`src/rtl/seg7_decoder.sv`:
```
// seg7_decoder: debounced 7-segment pattern to hex digit receiver; optional SEG7DEC_ONEHOT_EN adds a one-hot digit output
module seg7_decoder #(
  parameter int STABLE_CYCLES = 4,
  parameter int CNT_W = 8
) (
  input  logic             clk,
  input  logic             rst,
  input  logic [6:0]       seg,
  output logic [3:0]       value,
  output logic             valid,
  output logic             blank,
  output logic             err,
  output logic             new_pulse,
  output logic [CNT_W-1:0] dec_cnt,
  output logic [1:0]       state
`ifdef SEG7DEC_ONEHOT_EN
  ,
  output logic [15:0]      onehot
`endif
);
  localparam int RW = $clog2(STABLE_CYCLES);
  localparam logic [RW-1:0] RUN_MAX = RW'(STABLE_CYCLES - 1);
  typedef enum logic [1:0] {BLANK, SETTLE, LOCKED, ERROR} state_t;
  state_t st, nxt;
  logic [6:0] seg_q;
  logic [RW-1:0] run_cnt;
  logic was_locked, changed, commit, is_blank, legal, pulse;
  logic [3:0] dig, nv;
  function automatic logic [4:0] decode(input logic [6:0] l);
    case (l)
      7'h3F: decode = {1'b1, 4'h0};
      7'h06: decode = {1'b1, 4'h1};
      7'h5B: decode = {1'b1, 4'h2};
      7'h4F: decode = {1'b1, 4'h3};
      7'h66: decode = {1'b1, 4'h4};
      7'h6D: decode = {1'b1, 4'h5};
      7'h7D: decode = {1'b1, 4'h6};
      7'h07: decode = {1'b1, 4'h7};
      7'h7F: decode = {1'b1, 4'h8};
      7'h6F: decode = {1'b1, 4'h9};
      7'h77: decode = {1'b1, 4'hA};
      7'h7C: decode = {1'b1, 4'hB};
      7'h39: decode = {1'b1, 4'hC};
      7'h5E: decode = {1'b1, 4'hD};
      7'h79: decode = {1'b1, 4'hE};
      7'h71: decode = {1'b1, 4'hF};
      default: decode = 5'h00;
    endcase
  endfunction
  assign state = st;
  // classify the sampled pattern and work out the next state, digit and strobe
  always_comb begin
    changed = seg != seg_q;
    commit = !changed && run_cnt == RUN_MAX - 1'b1;
    is_blank = seg_q == 7'h7F;
    {legal, dig} = decode(~seg_q);
    nxt = changed ? SETTLE : commit ? (is_blank ? BLANK : legal ? LOCKED : ERROR) : st;
    nv = (commit && nxt == LOCKED) ? dig : value;
    pulse = commit && nxt == LOCKED && (!was_locked || dig != value);
  end
  // sampling, run counting, FSM and registered outputs
  always_ff @(posedge clk) begin
    if (rst) begin
      seg_q <= 7'h7F;
      run_cnt <= '0;
      st <= BLANK;
      value <= 4'h0;
      valid <= 1'b0;
      blank <= 1'b1;
      err <= 1'b0;
      new_pulse <= 1'b0;
      dec_cnt <= '0;
      was_locked <= 1'b0;
`ifdef SEG7DEC_ONEHOT_EN
      onehot <= 16'h0000;
`endif
    end else begin
      seg_q <= seg;
      run_cnt <= changed ? '0 : run_cnt == RUN_MAX ? run_cnt : run_cnt + 1'b1;
      st <= nxt;
      value <= nv;
      valid <= nxt == LOCKED;
      blank <= nxt == BLANK;
      err <= nxt == ERROR;
      new_pulse <= pulse;
      if (pulse) dec_cnt <= dec_cnt + 1'b1;
      if (commit) was_locked <= nxt == LOCKED;
`ifdef SEG7DEC_ONEHOT_EN
      onehot <= nxt == LOCKED ? 16'h0001 << nv : 16'h0000;
`endif
    end
  end
endmodule

```
`config.mk`:
```
export PLATFORM = sky130hd
export DESIGN_NAME = seg7_decoder
export DESIGN_NICKNAME = d
export VERILOG_FILES = /design/src/rtl/seg7_decoder.sv
export SDC_FILE = /design/constraint.sdc
export NUM_CORES = 1
export LEC_CHECK = 0
export ABC_AREA = 1
export CAP_MARGIN = 10
export CORE_MARGIN = 3
export CORE_UTILIZATION = 29
export CTS_CLUSTER_DIAMETER = 80
export DETAILED_ROUTE_END_ITERATION = 16
export GPL_TIMING_DRIVEN = 0
export PLACE_DENSITY = 0.52
export SYNTH_ARGS = -nofsm -noshare
export SYNTH_HDL_FRONTEND = slang
export SYNTH_SLANG_ARGS = --single-unit
```
`constraint.sdc`:
```
create_clock -name clk -period 1.45 [get_ports clk]
set_input_delay 0.29 -clock clk [delete_from_list [all_inputs] [get_ports clk]]
set_output_delay 0.29 -clock clk [all_outputs]
set_load 0.02 [all_outputs]
```
# Word-level counts from Yosys, hierarchy flattened
# Index checks and enable logic that the tools add are counted.
[word_totals] regBits=28 in_bits=9 output_inout_bits=18 elab_cells=49
[op_classes] add_sub_neg=2 eq_ne=23 n_mux=5 bitwise=1 reduce_logical=8
[ops] op="7-bit == test (second input constant)" n=13
[ops] op="5-bit one-hot mux with 16 select lines" n=1
[ops] op="7-bit by 3-bit == test with 1-bit output (second input constant)" n=2
[ops] op="7-bit by 6-bit == test with 1-bit output (second input constant)" n=2
[ops] op="8-bit by 1-bit adder with 8-bit output (second input constant)" n=1
[ops] op="2-bit == test (second input constant)" n=4
[ops] op="7-bit != test" n=1
[ops] op="7-bit NOT" n=1
[ops] op="2-bit 2-to-1 mux" n=3
[ops] op="4-bit != test" n=1
[ops] op="1-bit logical AND" n=3
[ops] op="2-bit by 1-bit adder with 2-bit output (second input constant)" n=1
[ops] op="1-bit zero test" n=2
[ops] op="2-bit zero test" n=1
[ops] op="2-bit OR reduction" n=1
[ops] op="1-bit logical OR" n=1
[ops] op="1-bit 2-to-1 mux" n=1

# Depth between registers and ports, before layout
[logic_depth] depth_word=10 mapped_depth=16 mapped_depth_nobuf=16

# Worst setup path before layout
# Ideal clock, no wire load.
[synth_path] path_kind="register to register" start="register seg_q[2]" end="register dec_cnt[5]" setup_ns=0.115 arrival_time_ns=1.499 required_time_ns=1.335 path_slack_ns=-0.164 path_stages_with_launch=15 path_buffers=1 period_less_slack_ns=1.614 cell_sequence="dfxtp_1 > inv_2 > nand2_1 > nor2_1 > nand2_1 > nand2_1 > nor2_2 > nand2_1 > nand2_1 > nand2_1 > nor2_2 > nand2_2 > buf_6 > a21oi_1 > nor2_1"
[synth_via] elab_chain_len=10 elab_cells_between_ends=31 cone_classes="20 x eq/ne; 5 x mux; 1 x bitwise; 5 x reduce/logical"
[synth_rtl] element="from (decl)" line="25" source="logic [6:0] seg_q;"
[synth_rtl] element="from (signal assigned)" line="78" source="seg_q <= seg;"
[synth_rtl] element="7-bit NOT" line="56" source="{legal, dig} = decode(~seg_q);"
[synth_rtl] element="7-bit == test (tied with other cells)" line="30" source="case (l)"
[synth_rtl] element="5-bit one-hot mux with 16 select lines" line="30"
[synth_rtl] element="1-bit 2-to-1 mux" line="57" source="nxt = changed ? SETTLE : commit ? (is_blank ? BLANK : legal ? LOCKED : ERROR) : st;"
[synth_rtl] element="2-bit 2-to-1 mux (3 in series)" line="57"
[synth_rtl] element="2-bit == test" line="59" source="pulse = commit && nxt == LOCKED && (!was_locked || dig != value);"
[synth_rtl] element="1-bit logical AND" line="59"
[synth_rtl] element="1-bit logical AND *" line="59"
[synth_rtl] element="to (signal assigned)" line="86" source="if (pulse) dec_cnt <= dec_cnt + 1'b1;"
[synth_rtl] element="to (decl)" line="14" source="output logic [CNT_W-1:0] dec_cnt,"
# Every way passes the cells marked *; elsewhere a longest branch is shown, timed or not.
# A chain may end at the register's enable or synchronous reset.

# Final worst setup path
[layout_path] start="register seg_q[5]" end="register dec_cnt[7]"
# Same word-level chain as after synthesis.

==> metrics.yaml <==
synthesis:
  synth-async-reset-ratio: 0
  yosys_warnings: 0
  syn_avg_cell_area_um2: 6.207
  synthCells: 257
  synth_top_flop_cell: "dfxtp_1"
  ys_types: 22
  syn_nets: 269
  synth_seq_area_share: 0.3514
  netlist_area_mm2: 0.001595
  synth_edf_count: 0
  ys_ff_latch: 28
die:
  num_io_pins: 27
  dieArea_mm2: 0.006427
  die_y_um: 80.17
  coreArea_mm2: 0.005205
  std_cell_rows: 26
  start_util: 0.3065
  die_w_um: 80.17
place:
  gp_congestion: 0.8548
  detailed_place_hpwl_mm: 2.946
  port_buffers: 26
  place_area_mm2: 0.002016
  dp_slack_ns: -0.7177
grt:
  grt_usage: 0.1411
  grt_max_degree: 17
  antenna_found_initial: 0
  use_met1: 0.1849
  grt.met3_usage: 0.01794
  grtUsageMet2: 0.2384
  top_usage_layer: "met2"
  grt-ovfl-total: 0
  grt_pass1_vias: 1643
  grt_pass1_wl_mm: 7.217
cells_and_area:
  layout-drive-gt1-share: 0.3696
  fill_cells: 562
  multi_input_area_mm2: 0.001142
  seqCellArea_um2: 586.8
  final_cell_mix: "56 x nand2_1, 28 x nor2_1, 23 x dlygate4sd2_1"
  fin_nets: 316
  area_growth_pct: 53.80
  diodes: 0
  design_area_mm2: 0.002454
  post-route-util: 0.4714
  layout_commonest_cell: "nand2_1"
clocking:
  root_buffer: "clkbuf_8"
  clockBufferDepth: 2
  htree_levels: 1
  cts.sinks: 28
  clk_transition_reported_paths_ns: 0.11
  cts_made_buffers: 3
  tritoncts: "done"
  clock_latency_ns: 0.28
route:
  drtAntennaViolNets: 0
  post_drt_wl_per_cell_um: 11.29
  wl_mm: 4.211
  vias: 1657
  first_pass_iters: 4
  viasPerCell: 4.442
  drt_iter0_drc: 41
  drc: 0
timing:
  rsz0062_at_grt: "true"
  tightest_slew_ns: 0.5795
  setup_ws_ns: -0.3391
  finClkSkew_ns: 0.01029
  fin_crit_ns: 1.789
  hold_slack_ns: 0.2547
  slew-limit-headroom: 0.6101
  final_hold_viol_count: 0
  finalCritPeriodShare: 1.234
  drv_slew: 0
  setup_viol: 25
  fmax_mhz: 558.9
status:
  violations: "negative setup slack"
  status: "finished, violations left"
worst_hold_path:
  min_path_type: "input port to flip-flop"
power:
  ir_drop_mv: 0.3326
  p_leak_uw: 0.001175
  power_density_mw_per_mm2: 627.7
setup_path:
  cp-end-kind: "flip-flop"
  startpoint_type: "flip-flop"
  worstPathRequired_ns: 1.62
  crit_type: "flip-flop to flip-flop"
  arrival_ns: 1.96
  critPathMaxFanout: 6
run:
  drv_cap: 0
## cell type report
class | count | area share
Buffer | 3 | 0.01428
Clock buffer | 4 | 0.02703
Inverter | 34 | 0.06017
Multi-Input combinational cell | 192 | 0.4656
Sequential cell | 28 | 0.2392
Tap cell | 70 | 0.03570
Timing Repair Buffer | 42 | 0.1581
## Yosys cell counts (2+ instances only)
master     n  area, um^2
ha_1       3       37.54
xor2_1     2       17.52
o21ai_0    7       35.03
inv_1     26       97.59
nand2_2    6       37.54
nand3b_1   2       15.01
dfxtp_1   28       560.5
nand2_1   76       285.3
nor2_1    46       172.7
a21oi_1   15       75.07
buf_6      2       22.52
nand3_2    2       20.02
nand3_1   21       105.1
inv_2      7       26.28
nand4_1    4       25.02
nor2_2     4       25.02
## metrics by stage
| stage | total power (uW) | std cells | setup TNS (ns) |
|---|---|---|---|
| after global routing | 1615 | 373 | -7.519 |
| after detailed placement | 952.9 | 353 | -13.50 |
| after CTS | 1550 | 368 | -4.665 |
| after floorplan | 896.5 | 257 | -0.8748 |
| after global placement | 953.1 | 353 | -13.53 |
| final | 1540 | 373 | -4.771 |
## timing repair
action	CTS	global route
setup endpoints to repair	37	25
gates cloned	0	1
pin swaps	19	20
hold buffers	0	0
buffers inserted	11	4
gates resized for setup	57	49
## worst max-delay path, cell delays in order (launching register included)
cell and delay, ns:
dfxtp_4 0.39, inv_4 0.08, nand2_4 0.07, nor2_4 0.18
nand2_2 0.09, nand2_4 0.09, nor2_4 0.04, nand2_2 0.08
inv_2 0.05, nand2_4 0.08, nand2_4 0.08, buf_8 0.15
nor2_4 0.11, nand3_1 0.10, nand2_2 0.06, nor2_1 0.03
## sequential cells by signal, indices dropped and copies added (netlist names)
name        cells
valid           1
err             1
value           4
dec_cnt         8
seg_q           7
blank           1
run_cnt         2
new_pulse       1
state           2
was_locked      1
## report_power, final
group          total [uW]  switching, uW  internal (uW)
sequential            803           25.1            778
clock                 575            274            301
combinational         162           98.7           63.4
## logic make-up (layout without fill, tap and decap cells)
kind of cell / Yosys count / after routing / share of synthesized area
flip-flops: 28 / 28 / 0.3514
adder cells (fa/ha/maj): 3 / 3 / 0.02353
XOR/XNOR: 2 / 2 / 0.01098
AND/OR/NAND/NOR: 165 / 165 / 0.4478
AO/OA/AOI/OAI: 22 / 22 / 0.06902
buffers and inverters: 37 / 83 / 0.09725
## routing by layer
metal  part of all wire  routed length [um]
met1               0.49                2064
met2               0.48                2031
met3              0.017                  70
met4              0.011                  45
met5                  0                   0
## worst paths after layout
path	from	to	slack (ns)	depth (start not counted)
worst max-delay path	seg_q[5]	dec_cnt[7]	-0.34	15
worst min-delay path	seg[2]	seg_q[2]	0.25	3
worst max register to register	seg_q[5]	dec_cnt[7]	-0.34	15
worst min register to register	value[1]	value[1]	0.50	2
Power figures use the tool's default switching activity.
